$ cat config.mk
export PLATFORM = sky130hd
export DESIGN_NAME = mem_port_arbiter
export DESIGN_NICKNAME = d
export VERILOG_FILES = /design/src/rtl/mem_port_arbiter.sv
export SDC_FILE = /design/constraint.sdc
export NUM_CORES = 1
export LEC_CHECK = 0
export BUFFER_PORTS_ARGS = -buffer_cell sky130_fd_sc_hd__buf_4
export CAP_MARGIN = 10
export CORE_AREA = 2 2 120 122
export DETAILED_ROUTE_END_ITERATION = 12
export DIE_AREA = 0 0 122 124
export PLACE_DENSITY = 0.66
export SYNTH_ARGS = -nofsm -noshare
export SYNTH_HDL_FRONTEND = slang
export SYNTH_SLANG_ARGS = --single-unit
$ cat constraint.sdc
create_clock -name clk -period 2.3 [get_ports clk]
set_input_delay 0.23 -clock clk [delete_from_list [all_inputs] [get_ports clk]]
set_output_delay 0.23 -clock clk [all_outputs]
set_load 0.005 [all_outputs]
$ cat src/rtl/mem_port_arbiter.sv
// Two-requester round-robin arbiter in front of a single valid/ready memory port.
// An in-order owner FIFO remembers who issued each request so responses go back to the right port.
module mem_port_arbiter #(
  parameter int OWN_DEPTH = 2,
  parameter int AW        = 32,
  parameter int DW        = 32,
  localparam int PW       = (OWN_DEPTH > 1) ? $clog2(OWN_DEPTH) : 1,
  localparam int CW       = PW + 1
) (
  input  logic          clk,
  input  logic          reset,

  input  logic          p0_req_valid,
  output logic          p0_req_ready,
  input  logic [AW-1:0] p0_req_addr,
  input  logic          p0_req_op,
  input  logic [DW-1:0] p0_req_wdata,
  output logic          p0_resp_valid,
  input  logic          p0_resp_ready,
  output logic [DW-1:0] p0_resp_data,

  input  logic          p1_req_valid,
  output logic          p1_req_ready,
  input  logic [AW-1:0] p1_req_addr,
  input  logic          p1_req_op,
  input  logic [DW-1:0] p1_req_wdata,
  output logic          p1_resp_valid,
  input  logic          p1_resp_ready,
  output logic [DW-1:0] p1_resp_data,

  output logic          m_req_valid,
  input  logic          m_req_ready,
  output logic [AW-1:0] m_req_addr,
  output logic          m_req_op,
  output logic [DW-1:0] m_req_wdata,
  input  logic          m_resp_valid,
  output logic          m_resp_ready,
  input  logic [DW-1:0] m_resp_data,

  output logic [CW-1:0] outstanding,
  output logic          orphan_err
);

  logic [OWN_DEPTH-1:0] own_q, own_d;
  logic [PW-1:0]        head_q, head_d;
  logic [PW-1:0]        tail_q, tail_d;
  logic [CW-1:0]        count_q, count_d;
  logic                 prio_q, prio_d;
  logic                 orphan_err_q, orphan_err_d;
  logic [AW-1:0]        addr_q, addr_d;
  logic                 op_q, op_d;
  logic [DW-1:0]        wdata_q, wdata_d;

  logic fifo_empty;
  logic fifo_full;
  logic head_port;
  logic pop;
  logic push;
  logic can_issue;
  logic grant_any;
  logic grant_port;

  always_comb begin
    fifo_empty    = (count_q == '0);
    fifo_full     = (count_q == CW'(OWN_DEPTH));
    head_port     = own_q[head_q];

    p0_resp_valid = 1'b0;
    p1_resp_valid = 1'b0;
    m_resp_ready  = 1'b0;
    p0_resp_data  = m_resp_data;
    p1_resp_data  = m_resp_data;
    if (!reset) begin
      // With nobody owed a response, drain it so the memory never wedges.
      if (fifo_empty) begin
        m_resp_ready = 1'b1;
      end else if (head_port) begin
        p1_resp_valid = m_resp_valid;
        m_resp_ready  = p1_resp_ready;
      end else begin
        p0_resp_valid = m_resp_valid;
        m_resp_ready  = p0_resp_ready;
      end
    end

    pop        = !fifo_empty && m_resp_valid && m_resp_ready;
    can_issue  = !fifo_full || pop;
    grant_any  = !reset && can_issue && (p0_req_valid || p1_req_valid);
    grant_port = (p0_req_valid && p1_req_valid) ? prio_q : p1_req_valid;
    push       = grant_any && m_req_ready;

    m_req_valid  = grant_any;
    p0_req_ready = push && !grant_port;
    p1_req_ready = push && grant_port;

    addr_d  = addr_q;
    op_d    = op_q;
    wdata_d = wdata_q;
    if (grant_any) begin
      addr_d  = grant_port ? p1_req_addr  : p0_req_addr;
      op_d    = grant_port ? p1_req_op    : p0_req_op;
      wdata_d = grant_port ? p1_req_wdata : p0_req_wdata;
    end
    m_req_addr  = addr_d;
    m_req_op    = op_d;
    m_req_wdata = wdata_d;

    own_d = own_q;
    if (push) begin
      own_d[tail_q] = grant_port;
    end
    tail_d  = push ? tail_q + PW'(1) : tail_q;
    head_d  = pop  ? head_q + PW'(1) : head_q;
    count_d = count_q + CW'(push) - CW'(pop);

    prio_d       = push ? !grant_port : prio_q;
    orphan_err_d = orphan_err_q || (!reset && fifo_empty && m_resp_valid);

    outstanding = count_q;
    orphan_err  = orphan_err_q;
  end

  always_ff @(posedge clk) begin
    if (reset) begin
      own_q        <= '0;
      head_q       <= '0;
      tail_q       <= '0;
      count_q      <= '0;
      prio_q       <= 1'b0;
      orphan_err_q <= 1'b0;
      addr_q       <= '0;
      op_q         <= 1'b0;
      wdata_q      <= '0;
    end else begin
      own_q        <= own_d;
      head_q       <= head_d;
      tail_q       <= tail_d;
      count_q      <= count_d;
      prio_q       <= prio_d;
      orphan_err_q <= orphan_err_d;
      addr_q       <= addr_d;
      op_q         <= op_d;
      wdata_q      <= wdata_d;
    end
  end

endmodule

After elaboration in Yosys (flattened, before gate mapping)
Cells that the tools add are included.
{"block": "classes", "n_lt_le_gt_ge": 3, "addsub": 4, "n_eq_ne": 1, "muxes": 21, "n_reduce_logical": 19}
{"operator": "32-bit 2-to-1 mux", "n": 4}
{"operator": "1-bit 2-to-1 mux", "n": 15}
{"operator": "1-bit logical AND", "n": 11}
{"operator": "1-bit zero test", "n": 4}
{"operator": "1-bit by 2-bit < comparator with 1-bit output, second input constant", "n": 2}
{"operator": "1-bit logical OR", "n": 3}
{"operator": "1-bit adder, second input constant", "n": 2}
{"operator": "2-bit by 1-bit adder with 2-bit output", "n": 1}
{"operator": "2-bit bitwise mux", "n": 1}
{"operator": "2-bit == test, second input constant", "n": 1}
{"operator": "2-bit zero test", "n": 1}
{"operator": "2-bit by 1-bit subtractor with 2-bit output", "n": 1}
{"operator": "1-bit demux with 1-bit select", "n": 1}
{"operator": "1-bit >= comparator, second input constant", "n": 1}
{"block": "word_totals", "input_bits": 170, "wordCells": 57, "regBits": 73}

Longest topological paths before layout
Gate-level depths: netlist of the first run.
{"block": "depth", "depth_word": 12, "ltp_mapped": 9, "depth_no_buf": 9}

Least setup slack after synthesis of the first run
OpenSTA, ideal clock, no wires.
{"block": "synth_timing", "path_type": "flip-flop to flip-flop", "from": "reg head_q", "to": "reg count_q[0] (netlist: outstanding[0])", "period_less_slack_ns": 2.002, "required_time_ns": 2.172, "setup_time_ns": 0.128, "setup_slack_ns": 0.298, "stages_incl_launch_ff": 9, "arrival_ns": 1.874, "path_cell_list": "dfxtp_1 -> mux2i_2 -> mux2_4 -> a21o_2 -> inv_2 -> ha_1 -> inv_1 -> ha_1 -> nor2b_1"}
{"block": "synth_between", "elab_chain_len": 12}
{"item": "from (decl)", "line": "45", "text": "logic [PW-1:0] head_q, head_d;"}
{"item": "from (signal assigned)", "line": "126", "text": "head_q <= '0;"}
{"item": "from (signal assigned)", "line": "136", "text": "head_q <= head_d;"}
{"item": "1-bit 2-to-1 mux (not written as such) (*) (2 in a row)", "line": "66", "text": "head_port = own_q[head_q];"}
{"item": "1-bit 2-to-1 mux (*)", "line": "77", "text": "end else if (head_port) begin"}
{"item": "1-bit 2-to-1 mux (*)", "line": "75", "text": "if (fifo_empty) begin"}
{"item": "1-bit 2-to-1 mux (*)", "line": "73", "text": "if (!reset) begin"}
{"item": "1-bit logical AND (*)", "line": "86", "text": "pop = !fifo_empty && m_resp_valid && m_resp_ready;"}
{"item": "1-bit logical OR", "line": "87", "text": "can_issue = !fifo_full || pop;"}
{"item": "1-bit logical AND (2 in a row)", "line": "88", "text": "grant_any = !reset && can_issue && (p0_req_valid || p1_req_valid);"}
{"item": "1-bit logical AND", "line": "90", "text": "push = grant_any && m_req_ready;"}
{"item": "2-bit by 1-bit adder with 2-bit output", "line": "114", "text": "count_d = count_q + CW'(push) - CW'(pop);"}
{"item": "2-bit by 1-bit subtractor with 2-bit output (*)", "line": "114"}
{"item": "net count_d[0]", "line": "47", "text": "logic [CW-1:0] count_q, count_d;"}
{"item": "to (signal assigned)", "line": "138", "text": "count_q <= count_d;"}
{"item": "to (decl)", "line": "47"}
Mark *: on every way through the listed nets, which the timed path passes. The rest lies on a longest branch. The select of a mux whose other input is x is not followed.
A chain may end at the register's enable or synchronous reset.

Worst setup path after layout of the first run
{"block": "layout_timing", "from": "reg head_q", "to": "out m_req_wdata[19]"}
{"block": "layout_between", "elab_chain_len": 10}
{"item": "1-bit 2-to-1 mux (not written as such) (2 in a row)", "line": "66"}
{"item": "1-bit 2-to-1 mux", "line": "77"}
{"item": "1-bit 2-to-1 mux", "line": "75"}
{"item": "1-bit 2-to-1 mux", "line": "73"}
{"item": "1-bit logical AND", "line": "86"}
{"item": "1-bit logical OR", "line": "87"}
{"item": "1-bit logical AND (2 in a row)", "line": "88"}
{"item": "32-bit 2-to-1 mux", "line": "99", "text": "if (grant_any) begin"}
{"item": "to (decl)", "line": "35", "text": "output logic [DW-1:0] m_req_wdata,"}
Every way passes these cells. The select of a mux whose other input is x is not followed.

==> impl_metrics.yaml, run 1 <==
layout:
  syn_to_final_growth_pct: 54.9
  fill_cells: 1271
  stdcell_count: 835
  fin_nets: 823
  diodes: 0
  fin_area_um2: 6990
  final_common_cell: "buf_4"
  final_cell_mix: "240 x buf_4, 72 x dfxtp_1, 67 x mux2i_1"
  drive_above_1_share_pct: 61.2
sta:
  fmax_mhz: 416
  worst_pin_slew_ns: 0.929
  finalHoldViolCount: 0
  min_period_ns: 2.40
  setup_viol: 65
  fin_crit_sh_pct: 104
  rsz0062_at_grt: "yes"
  slew_violations: 0
  post-route-worst-setup-slack_ns: -0.103
  skew_ns: 0.00324
  final.setup.tns_ns: -3.39
  slew_headroom_pct: 38.1
critical_path:
  reg2reg_to: "outstanding[1]"
  worstRegToRegCells: 11
  cp-start-kind: "flip-flop"
  critPathMaxStageDelay_ns: 0.34
  reg2reg_from: "head_q"
  r2r_slack_ns: 0.19
  worstPathCellList: "mux2i_2, mux2_4, a22oi_4, buf_12, inv_12, clkbuf_16, a21oi_1, buf_4"
  cp.arrival_ns: 2.17
  path_max_fanout: 16
  cpMaxStageDelayCell: "dfxtp_2"
  critPathRequiredTime_ns: 2.07
  worst-setup-path-type: "flip-flop to primary output"
  end_kind: "primary output"
synth:
  syn_area_um2: 4510
  ys.flop_type: "dfxtp_1"
  synth-edff-count: 0
  synth_warnings: 0
  yosysTopAreaCell: "dfxtp_1"
  netlist_instances: 479
  synth-seq-cells: 73
  synthTopCellsByArea: "dfxtp_1 32%, mux2i_1 15%, buf_4 11%"
  ys_types: 31
  async_reset_ff_share_pct: 0
  syn_nets: 651
  syn-mean-instance-area_um2: 9.42
  ys_seq_area_share_pct: 32.4
  synth_top_area_share_pct: 32.4
route:
  wirelength_um: 13900
  routed_via_density: 4.90
  dr.pass1.iters: 4
  wl_per_cell_um: 16.6
  vias: 4092
  drc: 0
  ant_nets: 0
  drtIter0Drc: 149
grt:
  grt_start_max_net_pins: 75
  grt_pass1_vias: 3825
  grt-ovfl-total: 0
  grt_use_total_pct: 15.8
  antenna_found_initial: 0
  grt_pass1_wl_um: 18800
floorplan:
  rows: 43
  die_w_um: 122
  start_util_pct: 32.9
  core-area_um2: 13700
  die_h_um: 124
  die_area_um2: 15100
  ios: 308
status:
  status: "complete, but fails checks"
  violations: "setup timing"
clock_network:
  cts_tree: "yes"
  cts_hold_buf: 0
  numCtsBuffers: 9
  cts.clk_slew.worst_paths_ns: 0.06
  clk_path_buf_depth: 2
  ctsRootBufferMaster: "clkbuf_16"
  cts.sinks: 73
  htree_levels: 3
  clock_latency_ns: 0.32
power:
  power_density_nw_per_um2: 655
  power_frac_clock_pct: 34.2
  peakVddDrop_mv: 0.337
  p_int_uw: 3330
  comb_power_share_pct: 34.2
  seqPwrFrac_pct: 31.6
  net-switching-power_uw: 1250
  swShare_pct: 27.3
  design_power_total_uw: 4580
  leakage_uw: 0.00338
placed_design:
  hpwl_um: 9220
  pre_cts_slack_ns: 0.120
  dp_cells: 783
  placed_cell_area_um2: 5780
  place_congestion: 0.825
  portBuffers: 211
min_path:
  hp-class: "input pin to flip-flop"
  holdPathStages: 3
  hold-path-endpoint: "orphan_err"
  worstHoldStart: "m_resp_valid"
job:
  cap_violations: 0
-- flip-flops by register name, summed over array words and instances, names as in the netlist --
name and cells:
addr_q 32, head_q 1, op_q 1, orphan_err 1, outstanding 2, own_q 2, prio_q 1, tail_q 1
wdata_q 32
-- how the worst max path moves through the flow --
stage / from / endpoint / slack, ns
final: head_q / m_req_wdata[19] / -0.10
after CTS: head_q / m_req_wdata[12] / -0.08
after global placement: head_q / m_req_addr[15] / 0.19
after floorplan: head_q / outstanding[0] / 0.30
after global routing: head_q / m_req_addr[0] / -0.17
after detailed placement: head_q / m_req_addr[14] / 0.12
-- layout make-up --
| cell class | instances | area, um^2 | share of cell area [%] |
|---|---|---|---|
| multi-input combinational | 301 | 2750 | 39.3 |
| timing repair buffer | 261 | 2190 | 31.3 |
| sequential | 73 | 1460 | 20.9 |
| clock buffer | 9 | 225 | 3.22 |
| tap | 180 | 225 | 3.22 |
| clock inverter | 6 | 108 | 1.54 |
| inverter | 4 | 27.5 | 0.394 |
| timing repair inverter | 1 | 8.76 | 0.125 |
-- power by group through the flow --
| stage | clock network [uW] | logic [uW] | registers (uW) |
|---|---|---|---|
| 2_1_floorplan | 0 | 744 | 1440 |
| 3_3_place_gp | 0 | 1200 | 1440 |
| 3_5_place_dp | 0 | 1220 | 1450 |
| 4_1_cts | 1600 | 1410 | 1440 |
| 5_1_grt | 1650 | 1690 | 1460 |
| 6_report | 1570 | 1570 | 1450 |
-- cells in the mapped netlist (2+ instances only) --
| master | count |
|---|---|
| inv_2 | 2 |
| mux2i_1 | 67 |
| buf_2 | 12 |
| a211oi_2 | 26 |
| and3_1 | 3 |
| dfxtp_1 | 73 |
| nor2_1 | 9 |
| inv_1 | 2 |
| a21oi_1 | 68 |
| o21ai_0 | 2 |
| clkbuf_1 | 14 |
| nand2_1 | 2 |
| nand2b_1 | 2 |
| a211oi_1 | 39 |
| buf_6 | 10 |
| buf_4 | 65 |
| nor2b_1 | 43 |
| ha_1 | 2 |
| and2b_1 | 24 |
| xnor2_1 | 3 |
-- cells by family after synthesis --
logic type	synth area share [%]
buffers and inverters	16.1
XOR/XNOR	0.777
AO/OA/AOI/OAI	22.4
flip-flops	32.4
adder cells (fa/ha/maj)	0.555
multiplexers	15.5
AND/OR/NAND/NOR	12.3
-- stage by stage --
| step | util, % | hold slack [ns] |
|---|---|---|
| 2_1_floorplan | - | 0.369 |
| 3_3_place_gp | 42.1 | 0.454 |
| 3_5_place_dp | 42.1 | 0.460 |
| 4_1_cts | 48.1 | 0.141 |
| 5_1_grt | 51.0 | 0.186 |
| 6_report | 51.0 | 0.144 |
-- per-layer routing --
layer	part of all wire [%]	vias to the layer above	routed length, um	GRT usage, %
met5	0	-	0	0
met4	1.6	0	226	5.68
met3	7.6	25	1060	3.71
met2	53	191	7370	30.1
met1	38	1899	5240	16.9
li1	-	1977	-	-
-- timing repair --
action / in CTS / in global routing
endpoints found under the setup margin: 65 / 65
pin swaps: 1 / 1
resized for setup: 82 / 54
setup buffers: 24 / 5
cloned: 2 / 6
-- critical path: cells and delay by family, from the launching register on --
kind	cells	cell delay (ns)
mux	2	0.60
flops	1	0.34
buf+inv	4	0.61
compound gates	2	0.29
Power figures use the tool's default switching activity.
==> run 2, diff against run 1 <==
--- a/config.mk
+++ b/config.mk
@@ -7,10 +7,10 @@
 export LEC_CHECK = 0
 export BUFFER_PORTS_ARGS = -buffer_cell sky130_fd_sc_hd__buf_4
 export CAP_MARGIN = 10
-export CORE_AREA = 2 2 120 122
+export CORE_AREA = 2 2 119 121
 export DETAILED_ROUTE_END_ITERATION = 12
-export DIE_AREA = 0 0 122 124
-export PLACE_DENSITY = 0.66
+export DIE_AREA = 0 0 121 123
+export PLACE_DENSITY = 0.69
 export SYNTH_ARGS = -nofsm -noshare
 export SYNTH_HDL_FRONTEND = slang
 export SYNTH_SLANG_ARGS = --single-unit
==> constraint.sdc (replaced) <==
create_clock -name clk -period 2.15 [get_ports clk]
set_input_delay 0.215 -clock clk [delete_from_list [all_inputs] [get_ports clk]]
set_output_delay 0.215 -clock clk [all_outputs]
set_load 0.005 [all_outputs]
==> run 2 against run 1 <==
  * The flow still finishes with violations (setup timing)
  * Worst hold slack worse by 0.013 ns
  * Non-clock buffer count up 5
  * Final area up 3.4%
  * Critical endpoint is now m_req_addr[29]
  * Largest power group unchanged
==> impl_metrics.yaml, run 2 (synthesis gave the netlist of run 1 again) <==
status:
  status: "complete, but fails checks"
  violations: "setup timing"
route:
  ant_nets: 0
  routed_via_density: 4.97
  drc: 0
  dr.pass1.iters: 4
  vias: 4178
  drtIter0Drc: 83
  wirelength_um: 14100
  wl_per_cell_um: 16.8
grt:
  grt_start_max_net_pins: 45
  grt_use_met1_pct: 16.4
  grt_busiest_layer: "met2"
  grtUsageMet2_pct: 30.4
  antenna_found_initial: 0
  grt_use_total_pct: 16.4
  grt-ovfl-total: 0
  use_met3_pct: 4.61
  grt_pass1_wl_um: 19300
  grt_pass1_vias: 4065
sta:
  setup_viol: 66
  fin_crit_sh_pct: 111
  skew_ns: 0.00522
  rsz0062_at_grt: "yes"
  slew_violations: 0
  worst_pin_slew_ns: 0.452
  slew_headroom_pct: 69.0
  fmax_mhz: 420
  post-route-worst-setup-slack_ns: -0.228
  min_period_ns: 2.38
  finalHoldViolCount: 0
clock_network:
  cts.clk_slew.worst_paths_ns: 0.05
  clock_latency_ns: 0.33
  htree_levels: 3
  cts.sinks: 73
  clk_path_buf_depth: 2
  cts_tree: "yes"
  numCtsBuffers: 9
  ctsRootBufferMaster: "clkbuf_16"
layout:
  reg.largest.list: "addr_q: 32 flops, wdata_q: 32 flops"
  syn_to_final_growth_pct: 60.3
  diodes: 0
  fin_nets: 827
  drive_above_1_share_pct: 64.2
  final_common_cell: "buf_4"
  register_area_um2: 1460
  fill_cells: 1207
  final_cell_mix: "245 x buf_4, 72 x dfxtp_1, 66 x mux2i_1"
  stdcell_count: 840
  multi_input_area_um2: 2880
power:
  power_density_nw_per_um2: 700
  design_power_total_uw: 5060
  leakage_uw: 0.00349
  peakVddDrop_mv: 0.351
floorplan:
  die_h_um: 123
  ios: 308
  core-area_um2: 13600
  start_util_pct: 33.1
  die_area_um2: 14900
  die_w_um: 121
  rows: 43
min_path:
  hp-class: "input pin to flip-flop"
critical_path:
  critPathRequiredTime_ns: 1.93
  cp-start-kind: "flip-flop"
  end_kind: "primary output"
  worst-setup-path-type: "flip-flop to primary output"
  cp.arrival_ns: 2.16
  path_max_fanout: 12
placed_design:
  place_congestion: 0.861
  dp_cells: 781
  portBuffers: 211
  hpwl_um: 8510
job:
  cap_violations: 0
## run 2: path summary, 6_finish.rpt
path                                        to    startpoint  cells after the start  slack (ns)
worst max-delay path            m_req_addr[29]        head_q                      8       -0.23
worst min-delay path                orphan_err  m_resp_valid                      3        0.13
worst max register to register  outstanding[0]        head_q                     10        0.02
worst min register to register      orphan_err    orphan_err                      2        0.47
## run 2: power breakdown
part           switching, uW  internal (uW)  leakage, uW
sequential              65.4           1480     0.000605
clock                    562           1160     0.000166
combinational            759           1030      0.00271
total                   1390           3670      0.00349
## run 2: per-layer routing
metal	up-vias	wire length (um)
met2	188	7540
li1	1994	-
met5	-	0
met4	0	522
met1	1942	5040
met3	54	992
## run 2: timing repair
item / CTS / global route
buffers inserted: 15 / 19
hold endpoints to repair: 0 / 0
hold buffers: 0 / 0
cloned: 6 / 3
setup endpoints to repair: 66 / 67
pin swaps: 1 / 4
gates resized for setup: 86 / 79
## run 2: critical path, stage by stage, from the launching register on
cell     delay (ns)
dfxtp_2        0.34
mux2i_2        0.27
mux2_4         0.35
a22oi_4        0.18
buf_12         0.17
inv_8          0.08
buf_16         0.17
a21oi_1        0.14
buf_4          0.13
## run 2: stage by stage
stage	TNS, ns	utilization, %	instance area [um^2]	hold slack, ns	worst slack (ns)
final	-13.14	53.1	7230	0.131	-0.228
after global placement	0	42.4	5770	0.430	0.0575
after global routing	-18.14	53.1	7230	0.142	-0.311
after CTS	-12.31	49.2	6700	0.125	-0.214
after detailed placement	0	42.4	5770	0.430	0.0000158
after floorplan	0	-	4510	0.354	0.148
## run 2: cell type report
cell class	instances	share of cell area [%]
Timing Repair Buffer	266	31.8
Clock buffer	11	3.36
Sequential cell	73	20.2
Inverter	4	0.311
Tap cell	180	3.11
Clock inverter	5	1.42
Multi-Input combinational cell	301	39.8
